`src/rtl/ws2812_frame_streamer_pkg.sv`:
```
// Shared constants and types for the WS2812 frame streamer.
// Timing defaults assume a 50 MHz clock.
package ws2812_frame_streamer_pkg;

   localparam int CLK_HZ        = 50_000_000;
   localparam int BIT_CYC_DEF   = 63;     // 1.26 us
   localparam int T0H_CYC_DEF   = 20;
   localparam int T1H_CYC_DEF   = 40;
   localparam int LATCH_CYC_DEF = 15000;  // 300 us
   localparam int BYTES_PER_LED = 3;
   localparam int RAM_TOP       = 8191;

   typedef enum logic [1:0] {IDLE, PRIME, SEND, LATCH} state_t;

   // Counter width for a range of n values, never narrower than one bit.
   function automatic int cnt_w(input int n);
      return (n <= 2) ? 1 : $clog2(n);
   endfunction

endpackage

```
`src/rtl/ws2812_frame_streamer_if.sv`:
```
// Frame RAM read port (port 2) as seen by the streamer.
interface ws2812_frame_streamer_if #(
   parameter int ADDR_W = 13
);
   logic [ADDR_W-1:0] mem_address;
   logic              mem_chipselect;
   logic              mem_clken;
   logic              mem_write;
   logic [7:0]        mem_readdata;

   modport master (
      output mem_address, mem_chipselect, mem_clken, mem_write,
      input  mem_readdata
   );

   modport slave (
      input  mem_address, mem_chipselect, mem_clken, mem_write,
      output mem_readdata
   );
endinterface

```
`src/rtl/ws2812_frame_streamer_bit_encoder.sv`:
```
// One WS2812 bit cell: high for T0H/T1H cycles, then low until BIT_CYC.
// A bit_start on the bit_end cycle chains the next bit with no gap.
module ws2812_bit_encoder
   import ws2812_frame_streamer_pkg::*;
#(
   parameter int BIT_CYC = BIT_CYC_DEF,
   parameter int T0H_CYC = T0H_CYC_DEF,
   parameter int T1H_CYC = T1H_CYC_DEF,
   parameter int PH_W    = cnt_w(BIT_CYC)
) (
   input  logic            clk,
   input  logic            reset,
   input  logic            bit_start,
   input  logic            bit_val,
   output logic            dout,
   output logic            bit_end,
   output logic [PH_W-1:0] phase_cnt
);

   logic          active;
   logic          bit_q;
   logic [PH_W:0] phase_nx;
   logic [PH_W:0] high_cyc;

   assign high_cyc = bit_q ? (PH_W+1)'(T1H_CYC) : (PH_W+1)'(T0H_CYC);
   assign phase_nx = {1'b0, phase_cnt} + (PH_W+1)'(1);
   assign bit_end  = active && (phase_cnt == PH_W'(BIT_CYC - 1));

   // dout is registered so the LED line never sees compare glitches.
   always_ff @(posedge clk or posedge reset) begin
      if (reset) begin
         active    <= 1'b0;
         bit_q     <= 1'b0;
         phase_cnt <= '0;
         dout      <= 1'b0;
      end else if (bit_start) begin
         active    <= 1'b1;
         bit_q     <= bit_val;
         phase_cnt <= '0;
         dout      <= 1'b1;
      end else if (bit_end || !active) begin
         active    <= 1'b0;
         phase_cnt <= '0;
         dout      <= 1'b0;
      end else begin
         phase_cnt <= phase_nx[PH_W-1:0];
         dout      <= (phase_nx < high_cyc);
      end
   end

endmodule

```
`src/rtl/ws2812_frame_streamer.sv`:
```
// Streams NUM_LEDS x GRB bytes from frame RAM port 2 onto a WS2812 line,
// then holds the line low for the latch interval.
module ws2812_frame_streamer
   import ws2812_frame_streamer_pkg::*;
#(
   parameter int NUM_LEDS  = 60,
   parameter int BASE_ADDR = 0,
   parameter int ADDR_W    = 13,
   parameter int BIT_CYC   = BIT_CYC_DEF,
   parameter int T0H_CYC   = T0H_CYC_DEF,
   parameter int T1H_CYC   = T1H_CYC_DEF,
   parameter int LATCH_CYC = LATCH_CYC_DEF
) (
   input  logic                     clk,
   input  logic                     reset,
   input  logic                     start,
   output logic                     busy,
   output logic                     done,
   ws2812_frame_streamer_if.master  mem,
   output logic                     led_dout
);

   localparam int NUM_BYTES = BYTES_PER_LED * NUM_LEDS;
   localparam int PH_W      = cnt_w(BIT_CYC);
   localparam int BC_W      = cnt_w(NUM_BYTES);
   localparam int LC_W      = cnt_w(LATCH_CYC);
   localparam logic [ADDR_W-1:0] FIRST_ADDR = ADDR_W'(BASE_ADDR);
   localparam logic [ADDR_W-1:0] LAST_ADDR  = ADDR_W'(BASE_ADDR + NUM_BYTES - 1);

   if (NUM_LEDS < 1) begin : g_err_leds
      $error("NUM_LEDS must be at least 1");
   end
   if (BASE_ADDR + NUM_BYTES - 1 > RAM_TOP || BASE_ADDR + NUM_BYTES > (1 << ADDR_W))
   begin : g_err_addr
      $error("frame does not fit in the frame RAM");
   end
   if (!(T0H_CYC > 0 && T0H_CYC < T1H_CYC && T1H_CYC < BIT_CYC)) begin : g_err_tim
      $error("bit timing requires 0 < T0H_CYC < T1H_CYC < BIT_CYC");
   end

   state_t            state, state_nx;
   logic              prime_wait;
   logic [7:0]        shift_reg;
   logic [7:0]        next_byte;
   logic [2:0]        bit_cnt;
   logic [BC_W-1:0]   byte_cnt;
   logic [LC_W-1:0]   latch_cnt;
   logic [ADDR_W-1:0] addr_q;
   logic              cs_q;

   logic              bit_start, bit_val, bit_end;
   logic [PH_W-1:0]   phase_cnt;
   logic              last_bit, last_byte, latch_last;

   assign last_bit   = (bit_cnt == 3'd7);
   assign last_byte  = (byte_cnt == BC_W'(NUM_BYTES - 1));
   assign latch_last = (latch_cnt == LC_W'(LATCH_CYC - 1));

   assign mem.mem_address    = addr_q;
   assign mem.mem_chipselect = cs_q;
   assign mem.mem_clken      = 1'b1;
   assign mem.mem_write      = 1'b0;
   assign busy               = (state != IDLE);

   always_ff @(posedge clk or posedge reset) begin
      if (reset) state <= IDLE;
      else       state <= state_nx;
   end

   always_comb begin
      state_nx  = state;
      bit_start = 1'b0;
      bit_val   = shift_reg[6];
      done      = 1'b0;
      case (state)
         IDLE:  if (start) state_nx = PRIME;
         PRIME: if (prime_wait) begin
            bit_start = 1'b1;
            bit_val   = mem.mem_readdata[7];
            state_nx  = SEND;
         end
         SEND:  if (bit_end) begin
            if (!last_bit) begin
               bit_start = 1'b1;
            end else if (!last_byte) begin
               bit_start = 1'b1;
               bit_val   = next_byte[7];
            end else begin
               state_nx  = LATCH;
            end
         end
         LATCH: if (latch_last) begin
            done     = 1'b1;
            state_nx = IDLE;
         end
         default: state_nx = IDLE;
      endcase
   end

   // Address runs one byte ahead of shift_reg; next_byte catches it at
   // phase 1 of bit 0, once the RAM's one-cycle read latency has passed.
   always_ff @(posedge clk or posedge reset) begin
      if (reset) begin
         prime_wait <= 1'b0;
         shift_reg  <= '0;
         next_byte  <= '0;
         bit_cnt    <= '0;
         byte_cnt   <= '0;
         latch_cnt  <= '0;
         addr_q     <= FIRST_ADDR;
         cs_q       <= 1'b0;
      end else begin
         case (state)
            IDLE: if (start) begin
               addr_q     <= FIRST_ADDR;
               cs_q       <= 1'b1;
               prime_wait <= 1'b0;
            end
            PRIME: begin
               prime_wait <= ~prime_wait;
               if (prime_wait) begin
                  shift_reg <= mem.mem_readdata;
                  byte_cnt  <= '0;
                  bit_cnt   <= '0;
                  if (addr_q != LAST_ADDR) addr_q <= addr_q + ADDR_W'(1);
               end
            end
            SEND: begin
               if (bit_cnt == 3'd0 && phase_cnt == PH_W'(1)) next_byte <= mem.mem_readdata;
               if (bit_end) begin
                  if (!last_bit) begin
                     shift_reg <= {shift_reg[6:0], 1'b0};
                     bit_cnt   <= bit_cnt + 3'd1;
                  end else if (!last_byte) begin
                     shift_reg <= next_byte;
                     byte_cnt  <= byte_cnt + BC_W'(1);
                     bit_cnt   <= '0;
                     if (addr_q != LAST_ADDR) addr_q <= addr_q + ADDR_W'(1);
                  end else begin
                     cs_q      <= 1'b0;
                     latch_cnt <= '0;
                  end
               end
            end
            LATCH: latch_cnt <= latch_last ? '0 : latch_cnt + LC_W'(1);
            default: ;
         endcase
      end
   end

   ws2812_bit_encoder #(
      .BIT_CYC (BIT_CYC),
      .T0H_CYC (T0H_CYC),
      .T1H_CYC (T1H_CYC),
      .PH_W    (PH_W)
   ) u_enc (
      .clk       (clk),
      .reset     (reset),
      .bit_start (bit_start),
      .bit_val   (bit_val),
      .dout      (led_dout),
      .bit_end   (bit_end),
      .phase_cnt (phase_cnt)
   );

endmodule

```
`src/flat_wrapper.sv`:
```
// flat-port wrapper written by rule: the top's interface ports become plain ports
module ws2812_frame_streamer_flat import ws2812_frame_streamer_pkg::*;
#(
   parameter int NUM_LEDS  = 60,
   parameter int BASE_ADDR = 0,
   parameter int ADDR_W    = 13,
   parameter int BIT_CYC   = BIT_CYC_DEF,
   parameter int T0H_CYC   = T0H_CYC_DEF,
   parameter int T1H_CYC   = T1H_CYC_DEF,
   parameter int LATCH_CYC = LATCH_CYC_DEF
)
  (clk, reset, start, busy, done, led_dout, mem_mem_address, mem_mem_chipselect, mem_mem_clken, mem_mem_write, mem_mem_readdata);
  ws2812_frame_streamer_if #(.ADDR_W(ADDR_W)) mem_i ();
  input  logic clk;
  input  logic reset;
  input  logic start;
  output logic busy;
  output logic done;
  output logic led_dout;
  output wire logic [$bits(mem_i.mem_address)-1:0] mem_mem_address;
  output wire logic [$bits(mem_i.mem_chipselect)-1:0] mem_mem_chipselect;
  output wire logic [$bits(mem_i.mem_clken)-1:0] mem_mem_clken;
  output wire logic [$bits(mem_i.mem_write)-1:0] mem_mem_write;
  input wire logic [$bits(mem_i.mem_readdata)-1:0] mem_mem_readdata;
  assign mem_mem_address = mem_i.mem_address;
  assign mem_mem_chipselect = mem_i.mem_chipselect;
  assign mem_mem_clken = mem_i.mem_clken;
  assign mem_mem_write = mem_i.mem_write;
  assign mem_i.mem_readdata = mem_mem_readdata;
  ws2812_frame_streamer #(.NUM_LEDS(NUM_LEDS), .BASE_ADDR(BASE_ADDR), .ADDR_W(ADDR_W), .BIT_CYC(BIT_CYC), .T0H_CYC(T0H_CYC), .T1H_CYC(T1H_CYC), .LATCH_CYC(LATCH_CYC)) u_core (.clk(clk), .reset(reset), .start(start), .busy(busy), .done(done), .mem(mem_i), .led_dout(led_dout));
endmodule
```
`config.mk`:
```
export PLATFORM = sky130hd
export DESIGN_NAME = ws2812_frame_streamer_flat
export DESIGN_NICKNAME = d
export VERILOG_FILES = /design/src/rtl/ws2812_frame_streamer_pkg.sv /design/src/rtl/ws2812_frame_streamer_if.sv /design/src/rtl/ws2812_frame_streamer_bit_encoder.sv /design/src/rtl/ws2812_frame_streamer.sv /design/src/flat_wrapper.sv
export SDC_FILE = /design/constraint.sdc
export NUM_CORES = 1
export LEC_CHECK = 0
export CORE_MARGIN = 1.5
export CORE_UTILIZATION = 56
export CTS_CLUSTER_DIAMETER = 50
export DETAILED_ROUTE_END_ITERATION = 10
export PLACE_DENSITY = 0.77
export SLEW_MARGIN = 20
export SYNTH_ARGS = -nofsm -noshare
export SYNTH_HDL_FRONTEND = slang
export SYNTH_HIERARCHICAL = 1
export SYNTH_SLANG_ARGS = --single-unit
```
`constraint.sdc`:
```
create_clock -name clk -period 6.3 [get_ports clk]
set_clock_uncertainty 0.1 [all_clocks]
set_input_delay 1.575 -clock clk [delete_from_list [all_inputs] [get_ports clk]]
set_output_delay 1.575 -clock clk [all_outputs]
set_load 0.05 [all_outputs]
```
==> load_flow_metrics.sql <==
INSERT INTO impl_metrics (metric_group, metric, value, unit) VALUES
('outcome', 'status', 'finished, final reports clean', ''),
('global_route', 'grt_pass1_wl', '14060', 'um'),
('global_route', 'met1_global_route_usage', '0.3273', ''),
('setup_path', 'critPathCaptureType', 'output pin', ''),
('setup_path', 'critical_path_class', 'reg2out', ''),
('setup_path', 'timing.critical_path.required', '4620', 'ps'),
('sta', 'timing_hold_violations_final', '0', ''),
('sta', 'final_min_period_over_clock_period', '0.6806', ''),
('final_layout', 'fin_area', '0.004476', 'mm2'),
('global_route', 'grt_usage', '0.2361', ''),
('global_route', 'use_met3', '0.05429', ''),
('clock_tree', 'hold_buffer_count_at_cts', '0', ''),
('yosys', 'ys_seq_area_frac', '0.4196', ''),
('min_path', 'holdPathEnd', 'u_core/byte_cnt[0]$_DFFE_PP0P_', ''),
('yosys', 'synth.yosys.warnings', '6', ''),
('placement', 'dp.cells', '505', ''),
('final_layout', 'final_common_cell', 'sky130_fd_sc_hd__dfrtp_1', ''),
('yosys', 'synth_top_area_share', '0.4196', ''),
('setup_path', 'worst_setup_path_start_kind', 'register', ''),
('die', 'core_area', '0.006794', 'mm2'),
('final_layout', 'max_flop_register', 'u_core/latch_cnt', ''),
('power_and_ir_drop', 'power.density', '190.9', 'mW/mm2'),
('yosys', 'synth_area', '0.003936', 'mm2'),
('final_layout', 'largest_reg_flops', '14', ''),
('sta', 'timing_max_transition_violations_final', '0', ''),
('global_route', 'globalRouteOverflowTotal', '0', ''),
('final_layout', 'final_core_util', '0.6587', ''),
('final_layout', 'finish.cell_count_without_fillers', '521', ''),
('yosys', 'number_of_enable_type_register_cells_in_the_synthesized_netlist', '0', ''),
('sta', 'finalSetupViolations', '0', ''),
('drt', 'dr_total_vias', '3144', ''),
('setup_path', 'setup.reg_to_reg.worst_slack', '3110', 'ps'),
('sta', 'max-slew-margin-rel', '0.2705', ''),
('global_route', 'met2_resource_use_gr', '0.3665', ''),
('clock_tree', 'tritoncts_clock_tree', 'yes', ''),
('clock_tree', 'cts_num_sinks', '66', ''),
('setup_path', 'worst-path-max-fanout', '6', ''),
('clock_tree', 'cts_htree_levels', '3', ''),
('die', 'start_util', '0.5794', ''),
('setup_path', 'worst_path_arrival', '2610', 'ps'),
('sta', 'min_period', '4288', 'ps'),
('sta', 'timing_worst_slew_pin_value', '1064', 'ps'),
('yosys', 'synth_cells', '398', ''),
('drt', 'via_per_inst', '6.035', ''),
('clock_tree', 'cts_resized', '0', ''),
('clock_tree', 'root_buffer', 'sky130_fd_sc_hd__clkbuf_8', ''),
('final_layout', 'antenna_diode_instance_count', '0', ''),
('die', 'placementRows', '30', ''),
('yosys', 'ys_seq_elements', '66', ''),
('drt', 'wl_per_cell', '15.62', 'um'),
('setup_path', 'reg2reg_depth', '6', ''),
('drt', 'remaining_design_rule_violation_count', '0', ''),
('placement', 'dp.final_hpwl', '5597', 'um'),
('yosys', 'synth_area_leaders', 'sky130_fd_sc_hd__dfrtp_1, sky130_fd_sc_hd__ha_1, sky130_fd_sc_hd__mux2_2, sky130_fd_sc_hd__mux2i_1, sky130_fd_sc_hd__nand2_1', ''),
('yosys', 'post-synth-top-area-cell', 'sky130_fd_sc_hd__dfrtp_1', ''),
('power_and_ir_drop', 'post-layout-total-power', '0.0008542', 'W'),
('placement', 'numPortBuffers', '27', ''),
('drt', 'drt-initial-drc-count', '179', ''),
('die', 'ios', '30', ''),
('clock_tree', 'clk_latency', '350', 'ps'),
('sta', 'fmax', '0.2332', 'GHz'),
('clock_tree', 'clock_path_buffers', '2', ''),
('global_route', 'grt_max_degree', '48', ''),
('drt', 'routed_wirelength', '8139', 'um'),
('final_layout', 'mostFrequentLayoutCells', 'sky130_fd_sc_hd__dfrtp_1, sky130_fd_sc_hd__clkdlybuf4s50_1, sky130_fd_sc_hd__nand2_1', ''),
('drt', 'ant_nets', '0', ''),
('sta', 'setup_repair_after_global_routing_missed_its_margin', 'false', ''),
('yosys', 'mappedNetlistNets', '424', ''),
('yosys', 'yosysUniqueCellTypes', '66', ''),
('clock_tree', 'clk_pin_slew', '70', 'ps'),
('min_path', 'timing.hold.worst.class', 'reg2reg', '');
-- metrics by stage --
step | setup slack, ps | hold slack (ps)
3_5_place_dp | 2411 | 394.1
3_3_place_gp | 2461 | 387.6
6_report | 2012 | 409.9
2_1_floorplan | 3030 | 369.5
5_1_grt | 1848 | 427.1
4_1_cts | 2024 | 410.7
-- kinds of logic after synthesis --
group,synth area share
adders and majority gates,0.04768
xor gates and xnor gates,0.008899
buffers and inverters,0.04291
DFF,0.4196
AOI/OAI and AO/OA,0.1656
other,0.001908
muxes,0.08391
and+or+nand+nor,0.2295
-- cell usage after synthesis (2+ instances only) --
master and count:
sky130_fd_sc_hd__inv_1 20, sky130_fd_sc_hd__o211ai_1 10, sky130_fd_sc_hd__nand3_1 18, sky130_fd_sc_hd__nand3b_1 6, sky130_fd_sc_hd__mux2_2 16, sky130_fd_sc_hd__nor4b_1 3
sky130_fd_sc_hd__or3_1 11, sky130_fd_sc_hd__a221o_1 3, sky130_fd_sc_hd__buf_2 3, sky130_fd_sc_hd__nor3_1 10, sky130_fd_sc_hd__o21ai_0 18, sky130_fd_sc_hd__nand4_1 15
sky130_fd_sc_hd__buf_4 2, sky130_fd_sc_hd__mux2i_1 15, sky130_fd_sc_hd__nand4b_1 3, sky130_fd_sc_hd__or4_1 4, sky130_fd_sc_hd__clkbuf_1 8, sky130_fd_sc_hd__nor2b_1 4
sky130_fd_sc_hd__a31oi_1 3, sky130_fd_sc_hd__nor2_1 20, sky130_fd_sc_hd__or2_2 2, sky130_fd_sc_hd__dfrtp_1 66, sky130_fd_sc_hd__nand2b_1 5, sky130_fd_sc_hd__nand2_1 25
sky130_fd_sc_hd__a22o_1 6, sky130_fd_sc_hd__nor4_1 6, sky130_fd_sc_hd__a32oi_1 3, sky130_fd_sc_hd__nor2b_2 2, sky130_fd_sc_hd__buf_6 2, sky130_fd_sc_hd__ha_1 15
sky130_fd_sc_hd__o31ai_1 11, sky130_fd_sc_hd__and3_1 5, sky130_fd_sc_hd__xnor2_1 4, sky130_fd_sc_hd__a21oi_1 13, sky130_fd_sc_hd__buf_1 3, sky130_fd_sc_hd__a211oi_1 2
sky130_fd_sc_hd__conb_1 2, sky130_fd_sc_hd__and2_1 4, sky130_fd_sc_hd__and4_1 2, sky130_fd_sc_hd__o41ai_1 2
-- critical path: stages (launching register included) --
cell	delay, ps
sky130_fd_sc_hd__dfrtp_1	410
sky130_fd_sc_hd__ha_1	250
sky130_fd_sc_hd__nand4b_1	190
sky130_fd_sc_hd__nor4_1	430
sky130_fd_sc_hd__and2_1	180
sky130_fd_sc_hd__clkdlybuf4s50_1	790
-- power breakdown --
group / internal [W] / switching [W] / total [W]
Clock: 0.000226 / 0.000172 / 0.000397
Sequential: 0.000428 / 0.00000226 / 0.000430
Combinational: 0.0000111 / 0.0000154 / 0.0000265
Total: 0.000665 / 0.000189 / 0.000854
-- per-layer routing --
metal	wire, um	vias to the layer above
met5	0	-
met2	3946	65
met1	3824	1533
met3	325	4
met4	42	0
li1	-	1542
-- area by class of cell --
type,instances,area [um2]
tap,96,120.1
timing repair buffer,29,285.3
clock buffer,9,123.9
inverter,20,75.07
multi-input combinational,294,2116
fill,543,2318
sequential,66,1652
clock inverter,7,103.9
-- worst max path at each step --
stage                                               start   end  slack [ps]  cells past startpoint
after floorplan           u_core/latch_cnt[8]$_DFFE_PP0P_  done        3030                      4
after global placement    u_core/latch_cnt[0]$_DFFE_PP0P_  done        2460                      5
after detailed placement  u_core/latch_cnt[0]$_DFFE_PP0P_  done        2410                      5
after CTS                 u_core/latch_cnt[0]$_DFFE_PP0P_  done        2020                      5
after global routing      u_core/latch_cnt[0]$_DFFE_PP0P_  done        1850                      5
final                     u_core/latch_cnt[0]$_DFFE_PP0P_  done        2010                      5
Note: power is estimated with default switching activity, not from simulation.
